`src/rtl/rob_commit_ctrl_pkg.sv`:
```
// rob_commit_ctrl_pkg: ROB sizing, entry layout and controller state encoding
package rob_commit_ctrl_pkg;
   localparam int ROB_DEPTH = 16;
   localparam int PS_WIDTH = 6;
   localparam int AS_WIDTH = 5;
   localparam int RAT_PS_WIDTH = PS_WIDTH;
   localparam int ROB_IDX_WIDTH = $clog2(ROB_DEPTH);
   typedef struct packed {
      logic [RAT_PS_WIDTH-1:0] pd;
      logic [4:0]              rd;
      logic                    ready;
   } rob_entry_t;
   localparam int ROB_DATA_WIDTH = $bits(rob_entry_t);
   typedef enum logic {RUN, SQUASH} rob_state_t;
endpackage

```
`src/rtl/rob_commit_ctrl.sv`:
```
// rob_commit_ctrl: in-order ROB allocate/writeback/retire control; ROB_FLUSH_EN adds flush with per-cycle squash return
module rob_commit_ctrl
   import rob_commit_ctrl_pkg::*;
(
   input  logic                     clk,
   input  logic                     rst_n,
   input  logic                     alloc_valid,
   output logic                     alloc_ready,
   input  logic [AS_WIDTH-1:0]      alloc_rd,
   input  logic [PS_WIDTH-1:0]      alloc_pd,
   output logic [ROB_IDX_WIDTH-1:0] alloc_idx,
   input  logic                     wb_valid,
   input  logic [ROB_IDX_WIDTH-1:0] wb_idx,
   output logic                     commit_valid,
   input  logic                     commit_ready,
   output logic [AS_WIDTH-1:0]      commit_rd,
   output logic [PS_WIDTH-1:0]      commit_pd,
   output logic [ROB_IDX_WIDTH:0]   count,
   output logic                     empty,
   output logic                     full
`ifdef ROB_FLUSH_EN
   ,
   input  logic                     flush,
   output logic                     squash_valid,
   output logic [PS_WIDTH-1:0]      squash_pd
`endif
);
   localparam int IW = ROB_IDX_WIDTH;
   localparam int PW = ROB_IDX_WIDTH + 1;
   logic [PW-1:0]        head, tail;
   logic [IW-1:0]        h_idx, t_idx;
   logic [ROB_DEPTH-1:0] vld;
   rob_entry_t           ent [ROB_DEPTH];
   logic                 busy, hold, do_alloc, do_wb, do_commit;
   assign h_idx = head[IW-1:0];
   assign t_idx = tail[IW-1:0];
   assign empty = head == tail;
   assign full = (head[IW] != tail[IW]) && (h_idx == t_idx);
   assign count = tail - head;
   assign alloc_idx = t_idx;
   assign alloc_ready = !full && !busy;
   assign commit_valid = !empty && ent[h_idx].ready && !busy;
   assign commit_rd = AS_WIDTH'(ent[h_idx].rd);
   assign commit_pd = PS_WIDTH'(ent[h_idx].pd);
`ifdef ROB_FLUSH_EN
   rob_state_t    state;
   logic [IW-1:0] l_idx;
   logic          last;
   assign l_idx = t_idx - IW'(1);
   assign last = (tail - PW'(1)) == head;
   assign busy = state == SQUASH;
   assign hold = busy || flush;
   assign squash_valid = busy;
   assign squash_pd = PS_WIDTH'(ent[l_idx].pd);
   // Flush walks the tail back one entry per cycle until it meets the head
   always_ff @(posedge clk or negedge rst_n) begin
      if (!rst_n) state <= RUN;
      else state <= (state == RUN) ? ((flush && !empty) ? SQUASH : RUN) : (last ? RUN : SQUASH);
   end
`else
   assign busy = 1'b0;
   assign hold = 1'b0;
`endif
   // Writebacks to dead entries are dropped; a same-cycle allocation overrides a writeback to the tail slot
   assign do_alloc = alloc_valid && alloc_ready && !hold;
   assign do_wb = wb_valid && vld[wb_idx] && !hold;
   assign do_commit = commit_valid && commit_ready && !hold;
   // Entry storage and head/tail pointers; later writes in this block take priority
   always_ff @(posedge clk or negedge rst_n) begin
      if (!rst_n) begin
         head <= '0;
         tail <= '0;
         vld <= '0;
         for (int i = 0; i < ROB_DEPTH; i++) ent[i] <= rob_entry_t'({ROB_DATA_WIDTH{1'b0}});
      end else begin
         if (do_wb) ent[wb_idx].ready <= 1'b1;
         if (do_alloc) begin
            ent[t_idx] <= '{pd: RAT_PS_WIDTH'(alloc_pd), rd: 5'(alloc_rd), ready: 1'b0};
            vld[t_idx] <= 1'b1;
         end
         if (do_commit) begin
            ent[h_idx].ready <= 1'b0;
            vld[h_idx] <= 1'b0;
         end
`ifdef ROB_FLUSH_EN
         if (busy) begin
            ent[l_idx].ready <= 1'b0;
            vld[l_idx] <= 1'b0;
         end
`endif
         head <= head + PW'(do_commit);
         tail <= tail + PW'(do_alloc) - PW'(busy);
      end
   end
endmodule
```
`config.mk`:
```
export PLATFORM = sky130hd
export DESIGN_NAME = rob_commit_ctrl
export DESIGN_NICKNAME = d
export VERILOG_FILES = /design/src/rtl/rob_commit_ctrl_pkg.sv /design/src/rtl/rob_commit_ctrl.sv
export SDC_FILE = /design/constraint.sdc
export NUM_CORES = 1
export LEC_CHECK = 0
export CORE_ASPECT_RATIO = 0.7
export CORE_MARGIN = 2
export CORE_UTILIZATION = 30
export CTS_BUF_LIST = sky130_fd_sc_hd__clkbuf_8
export CTS_CLUSTER_DIAMETER = 30
export DETAILED_ROUTE_END_ITERATION = 10
export GPL_ROUTABILITY_DRIVEN = 0
export PLACE_DENSITY = 0.48
export RECOVER_POWER = 25
export SLEW_MARGIN = 20
export SYNTH_ARGS = -nofsm -noshare
export SYNTH_HDL_FRONTEND = slang
export SYNTH_SLANG_ARGS = --single-unit
```
`constraint.sdc`:
```
create_clock -name clk -period 5.25 [get_ports clk]
set_clock_uncertainty 0.1 [all_clocks]
set_input_delay 1.05 -clock clk [delete_from_list [all_inputs] [get_ports clk]]
set_output_delay 1.05 -clock clk [all_outputs]
set_load 0.05 [all_outputs]
```
After elaboration in Yosys (flattened, before gate mapping) --
Cells that the tools add are included. W data, S select, Z words.
Storage, ports and cells: output and inout port bits 24, logic and storage cells 109, register bits after elaboration 218
Cells by class: reductions and logical operators 12, $add $sub $neg 3, equal/unequal tests 3, magnitude comparators 11, muxes and demuxes 23, bitwise operators 6
Operator list (number):
- $bwmux W192 | 3
- $mux W192 | 3
- $demux W12 S4 | 3
- $bmux W12 S4 | 1
- $mux W12 | 3
- $mux W16 | 2
- $and A16 B16 Y16 | 1
- $not A16 Y16 | 1
- $or A16 B16 Y16 | 1
- $ge A5 B5 Y1 const B | 3
- $lt A4 B5 Y1 const B | 3
- $lt A5 B1 Y1 const B | 3
- $not A4 Y5 | 3
- $add A5 B1 Y5 | 2
- $logic_and A1 B1 Y1 | 10
- $demux W1 S4 | 2
- $ge A4 B1 Y1 const B | 2
- $eq A5 B5 Y1 | 1
- $mux W1 | 5
- $sub A5 B5 Y5 | 1
- $bmux W1 S4 | 1
- $eq A4 B4 Y1 | 1
- $logic_not A1 Y1 | 2
- $ne A1 B1 Y1 | 1

Logic depth before layout (Yosys ltp) --
Gate-level depths: netlist of the first run.
word-level depth 11, mapped depth 12

Worst setup path after synthesis of the first run --
No wires, ideal clock.
kind reg2out, start register head[2], end output commit_valid, required time 4.100 ns, cell stages (with the launch flop) 8, path slack 0.881 ns, arrival 3.219 ns, path buffers 2, cells stage by stage dfrtp_1 > clkbuf_1 > buf_1 > inv_1 > ha_1 > nand4_1 > nor2_1 > o311ai_1
On the way: elaborated cells between the ends (all ways) 7, those cells by class eq/ne (1); mux (3); bitwise (1); reduce/logical (2)
RTL lines:
- start: declaration | line rob_commit_ctrl.sv:30 | logic [PW-1:0] head, tail;
- start signal: assignment | line rob_commit_ctrl.sv:91 | head <= head + PW'(do_commit);
- $eq A5 B5 Y1 | line rob_commit_ctrl.sv:37 | assign empty = head == tail;
- named net empty | line rob_commit_ctrl.sv:19 | output logic empty,
- $logic_not A1 Y1 | line rob_commit_ctrl.sv:42 | assign commit_valid = !empty && ent[h_idx].ready && !busy;
- $logic_and A1 B1 Y1 | line rob_commit_ctrl.sv:42
- end: declaration | line rob_commit_ctrl.sv:14 | output logic commit_valid,
The timed path passes the listed nets, and every way through them passes these cells. The select of a mux whose other input is x is not followed.

Final worst setup path of the first run --
start register head[1], end output commit_valid
On the way: word-level cells in the longest chain between the ends 5, elaborated cells between the ends (all ways) 7, those cells by class eq/ne (1); mux (3); bitwise (1); reduce/logical (2)
Ends and longest elaborated chain (line):
- $not A4 Y5 (implied by the code) | rob_commit_ctrl.sv:42
- $bmux W12 S4 | rob_commit_ctrl.sv:42
- $mux W12 (2 in series)
- $logic_and A1 B1 Y1 (*) | rob_commit_ctrl.sv:42
Every way passes the cells marked *; elsewhere a longest branch is shown, timed or not. The select of a mux whose other input is x is not followed.

==> run_results.csv, run 1 <==
group,metric,value,unit
yosys,synthCells,676,
timing,setup_viol,0,
cts,cts_num_sinks,218,
critical_path,worstSetupPathType,"reg -> out",
layout,fin_cells,1204,
yosys,synth_top_area_share,53.9,%
yosys,synth_seq_cells,218,
layout,fillCellCount,3158,
die,start_util,30.4,%
yosys,synthesis.area,10100,um2
timing,hold_viol,0,
timing,whs,0.381,ns
cts,hold_buffers,0,
power,finalPower,8.88,mW
yosys,syn_nets,705,
yosys,synth.area.top_cells,"dfrtp_1 (54%), mux4_2 (13%), mux2_1 (10%)",
critical_path,critPathMaxFanout,21,
detailed_routing,drc,0,
layout,multi_input_area,4370,um2
detailed_routing,vias,6195,
yosys,yosysSeqAreaShare,53.9,%
yosys,synth.most_common_cell,"dfrtp_1",
layout,syn2layout_area_growth,19.7,%
detailed_routing,first_pass_iters,5,
power,p_leak,5.15,nW
cts,post-cts-setup-buffers,0,
die,pin_count,44,
critical_path,cp_data_arrival_time,3.35,ns
timing,maxSlewHeadroom,-79.5,%
layout,final_cell_area,12100,um2
critical_path,cpPeakStageDelay,0.78,ns
yosys,synth.largest_area_cell,"dfrtp_1",
yosys,yosys_warnings,0,
timing,rsz0062_at_grt,"no",
cts,post_cts_resized,0,
layout,drive_gt1_share,32.2,%
power,irDropWorstVdd,0.000318,V
global_route,track_usage,15.9,%
timing,worstMarginPinSlew,2.69,ns
global_route,grt_start_max_net_pins,108,
die,dieArea,35300,um2
cts,cts_htree_levels,2,
place,pre_cts_ws,1.27,ns
cts,root_buffer,"clkbuf_8",
critical_path,end_kind,"primary output",
die,coreArea,33400,um2
timing,period_share,85.7,%
global_route,grt.overflow.total,0,
layout,register_area,5460,um2
detailed_routing,routed_wl,27.3,mm
yosys,synth.distinct_cells,46,
place,io_buffers,43,
detailed_routing,ant_nets,0,
die,die_w,224,um
place,dp.cells,1125,
yosys,synthTopCellsByCount,"dfrtp_1 (218), mux2_1 (92), mux2_2 (84)",
timing,drv_slew,108,
layout,layout.nets,765,
cts,clkLatencyLatePin,0.56,ns
detailed_routing,vias_per_cell,5.15,
cts,clk_pin_slew,0.06,ns
layout,antenna-diode-count,0,
global_route,grt_antenna_before_repair,0,
yosys,async_reset_ff_share,100,%
yosys,synth_edf_count,0,
outcome,violations,"capacitance limit, slew limit",
global_route,grt_pass1_vias,6711,
die,die_height,158,um
yosys,synthFlopType,"dfrtp_1",
timing,period_needed,4.50,ns
cts,cts_inserted_buffers,44,
place,dpl_cell_area,11100,um2
place,dpl.hpwl,16.6,mm
layout,utilization,36.3,%
critical_path,crit_path_cell_trace,"buf_4 > inv_1 > ha_1 > nand4_1 > o2111ai_1 > o311ai_1 > buf_4",
outcome,status,"finished, violations left",
critical_path,start_kind,"flop",
flow_run,drv_cap,1,
die,rows,56,
critical_path,crit_top_cell,"buf_4",
cts,ctsLongestPathBuffers,3,
timing,finalWorstSetupSlack,0.751,ns
power,powerDensity,733,nW/um2
min_path,hp-class,"reg -> reg",
timing,fmax,0.222,GHz
timing,final.setup.tns,0,ns
detailed_routing,initialDrtViolationCount,415,
detailed_routing,wl_per_cell,22.6,um
critical_path,crit_slowest_cell,"o2111ai_1",
cts,cts_tree,"built",
global_route,grt_pass1_wl,41.8,mm
yosys,postSynthAreaPerCell,15.0,um2
critical_path,required,4.10,ns
[area by class of cell]
type | count | share of cell area (%)
tap | 435 | 4.49
clock buffer | 51 | 5.79
multi-input combinational | 391 | 36.1
sequential | 218 | 45.0
inverter | 17 | 0.526
timing repair buffer | 64 | 4.94
clock inverter | 28 | 3.16
[cell families after synthesis]
family | after synthesis | share of synthesized area [%]
flops | 218 | 53.9
simple gates | 75 | 3.73
compound gates | 57 | 4.03
mux | 239 | 33.1
fa+ha+maj | 9 | 1.19
buf+inv | 67 | 2.98
xor+xnor | 11 | 1.10
[worst paths after layout]
kind / slack (ns) / cells after the start / from / endpoint
max in group asynchronous: 1.62 / 2 / rst_n / async pin
min in group asynchronous: 0.40 / 1 / rst_n / async pin
worst min-delay path: 0.38 / 1 / flop / flop
worst max-delay path: 0.75 / 7 / head[1]$_DFF_PN0_ / commit_valid
worst max register to register: 1.54 / 7 / head[1]$_DFF_PN0_ / flop
worst min register to register: 0.38 / 1 / flop / flop
[metal layers]
metal / vias up / global-route usage (%) / routed length (um)
li1: 2644 / - / -
met3: 54 / 3.99 / 1520
met1: 3321 / 21.6 / 12700
met4: 0 / 5.02 / 643
met5: - / 0 / 0
met2: 176 / 25.2 / 12400
[worst max-delay path, delay by kind of cell, from the launching register on]
family / cells / cell delay, ns
AND/OR/NAND/NOR: 1 / 0.27
adder cells (fa/ha/maj): 1 / 0.33
AO/OA/AOI/OAI: 2 / 1.10
buffers and inverters: 3 / 0.74
flip-flops: 1 / 0.35
[power by group]
group	switching, mW	internal, mW	leakage [nW]
combinational	1.97	1.80	1.92
sequential	0.482	2.49	2.67
clock	0.799	1.34	0.557
total	3.25	5.63	5.15
[placed cells by master, fill, tap and decap left out, types with 3 or more instances in the layout]
| cell type | netlist | routed |
|---|---|---|
| mux2_2 | 84 | 84 |
| nor3_1 | 9 | 9 |
| xnor2_1 | 7 | 7 |
| o22a_1 | 8 | 8 |
| inv_1 | 16 | 23 |
| clkinvlp_4 | 0 | 6 |
| and2_1 | 3 | 3 |
| a2111o_1 | 3 | 3 |
| nand3_1 | 6 | 6 |
| nand2_1 | 9 | 8 |
| a21oi_1 | 13 | 13 |
| clkdlybuf4s50_1 | 0 | 41 |
| a211oi_1 | 6 | 6 |
| nand3b_1 | 3 | 3 |
| buf_4 | 6 | 20 |
| dfrtp_1 | 218 | 216 |
| a21o_1 | 3 | 3 |
| mux2i_1 | 4 | 4 |
| a31oi_1 | 12 | 12 |
| bufinv_16 | 0 | 9 |
| nand2b_1 | 3 | 3 |
| nor2_1 | 29 | 29 |
| mux2_1 | 92 | 92 |
| ha_1 | 8 | 8 |
| mux4_2 | 59 | 59 |
| clkbuf_8 | 0 | 52 |
| nor2b_1 | 4 | 4 |
| clkinv_2 | 0 | 3 |
Power figures use the tool's default switching activity.
==> inputs of run 2 (changes only) <==
- CORE_UTILIZATION: 30 -> 55
- PLACE_DENSITY: 0.48 -> 0.76
==> run 2 against run 1 <==
Effect of this change: the run still ends with capacitance limit, slew limit left; sequential share of layout area increased by 1.8 points; cell area is 3.9% lower; final cell count decreased by 17%; register-to-register slack better by 0.32 ns; setup slack worse by 0.045 ns; hold slack worse by 0.0014 ns; count of clock-buffer cells in the layout fell by 2; utilization increased by 28 points; largest power group unchanged.
==> run_results.csv, run 2 (synthesis gave the netlist of run 1 again) <==
group,metric,value,unit
timing,drv_slew,128,
place,io_buffers,43,
die,start_util,56.2,%
outcome,status,"finished, violations left",
cts,cts_inserted_buffers,39,
critical_path,start_kind,"flop",
detailed_routing,drc,0,
place,dp.cells,924,
timing,whs,0.380,ns
die,coreArea,18000,um2
timing,maxSlewHeadroom,-56.9,%
layout,layout.nets,759,
global_route,grt.overflow.total,0,
critical_path,required,4.10,ns
power,powerDensity,718,nW/um2
global_route,grt_antenna_before_repair,0,
timing,fmax,0.220,GHz
global_route,grt_pass1_vias,6484,
global_route,grt_start_max_net_pins,127,
die,die_height,118,um
layout,most-common-layout-cells,"dfrtp_1 (216), mux2_1 (92), mux2_2 (84)",
detailed_routing,ant_nets,0,
layout,drive_gt1_share,31.1,%
die,die_w,166,um
cts,cts_htree_levels,2,
global_route,grt_pass1_wl,36.8,mm
timing,final.setup.tns,0,ns
layout,antenna-diode-count,0,
cts,cts_tree,"built",
layout,fin_cells,994,
detailed_routing,vias_per_cell,6.15,
cts,post_cts_resized,0,
power,p_leak,5.03,nW
timing,hold_viol,0,
detailed_routing,routed_wl,22.9,mm
timing,period_share,86.5,%
die,dieArea,19500,um2
critical_path,critPathMaxFanout,31,
cts,cts_num_sinks,218,
timing,rsz0062_at_grt,"no",
critical_path,r2r_slack,1.86,ns
die,pin_count,44,
cts,ctsLongestPathBuffers,3,
outcome,violations,"capacitance limit, slew limit",
die,rows,41,
detailed_routing,initialDrtViolationCount,533,
detailed_routing,first_pass_iters,5,
min_path,hp-class,"reg -> reg",
place,dpl.hpwl,14.3,mm
critical_path,worstSetupPathType,"reg -> out",
cts,root_buffer,"clkbuf_8",
flow_run,drv_cap,2,
cts,clkLatencyLatePin,0.52,ns
global_route,track_usage,24.3,%
cts,clk_pin_slew,0.06,ns
timing,period_needed,4.54,ns
detailed_routing,vias,6114,
critical_path,end_kind,"primary output",
layout,final_common_cell,"dfrtp_1",
power,irDropWorstVdd,0.000444,V
timing,worstMarginPinSlew,2.35,ns
cts,post-cts-setup-buffers,0,
cts,hold_buffers,0,
timing,setup_viol,0,
layout,syn2layout_area_growth,15.1,%
critical_path,cp_data_arrival_time,3.39,ns
detailed_routing,wl_per_cell,23.0,um
run 2: cell count changes in the layout (fill, tap and decap cells not counted), moves of 2 or more:
cell       change
buf_4          -3
bufinv_16      -6
clkbuf_8       -3
inv_1          -2
run 2: final timing paths:
kind / startpoint / endpoint / cells after the start
worst max-delay path: head[0]$_DFF_PN0_ / commit_valid / 5
worst min-delay path: flop / flop / 1
worst max register to register: head[0]$_DFF_PN0_ / flop / 5
worst min register to register: flop / flop / 1
max in group asynchronous: rst_n / async pin / 2
min in group asynchronous: rst_n / async pin / 1
run 2: power breakdown:
group          internal (mW)  switching, mW
clock network           1.00          0.726
logic                   1.80           1.81
registers               2.49          0.548
total                   5.29           3.08
run 2: cell type report:
type | count | area, um2
tap | 236 | 295
clock buffer | 49 | 674
fill | 1249 | 6350
clock inverter | 20 | 193
inverter | 17 | 63.8
multi-input combinational | 391 | 4370
timing repair buffer | 63 | 597
sequential | 218 | 5460
run 2: critical path, cell delays in order, from the launching register on:
cell             delay, ns
dfrtp_4               0.80
ha_1                  0.37
nand4_1               0.28
nor2_1                0.14
o311ai_1              0.41
clkdlybuf4s50_1       0.88
run 2: metal layers:
metal | track usage, % | up-vias | share of wire (%)
li1 | - | 2636 | -
met3 | 5.65 | 42 | 7.1
met1 | 35.4 | 3231 | 44
met5 | 0 | - | 0
met4 | 6.68 | 0 | 1.7
met2 | 37.2 | 205 | 47
run 2: stage by stage:
stage	cell area, um2	util [%]	total power [mW]	setup WS (ns)
floorplan	10100	-	5.63	0.881
global placement	10800	59.9	6.52	1.25
detailed placement	10800	59.9	6.67	1.21
CTS	11700	64.7	8.42	0.654
global route	11700	64.7	8.82	0.371
finish	11700	64.7	8.37	0.706
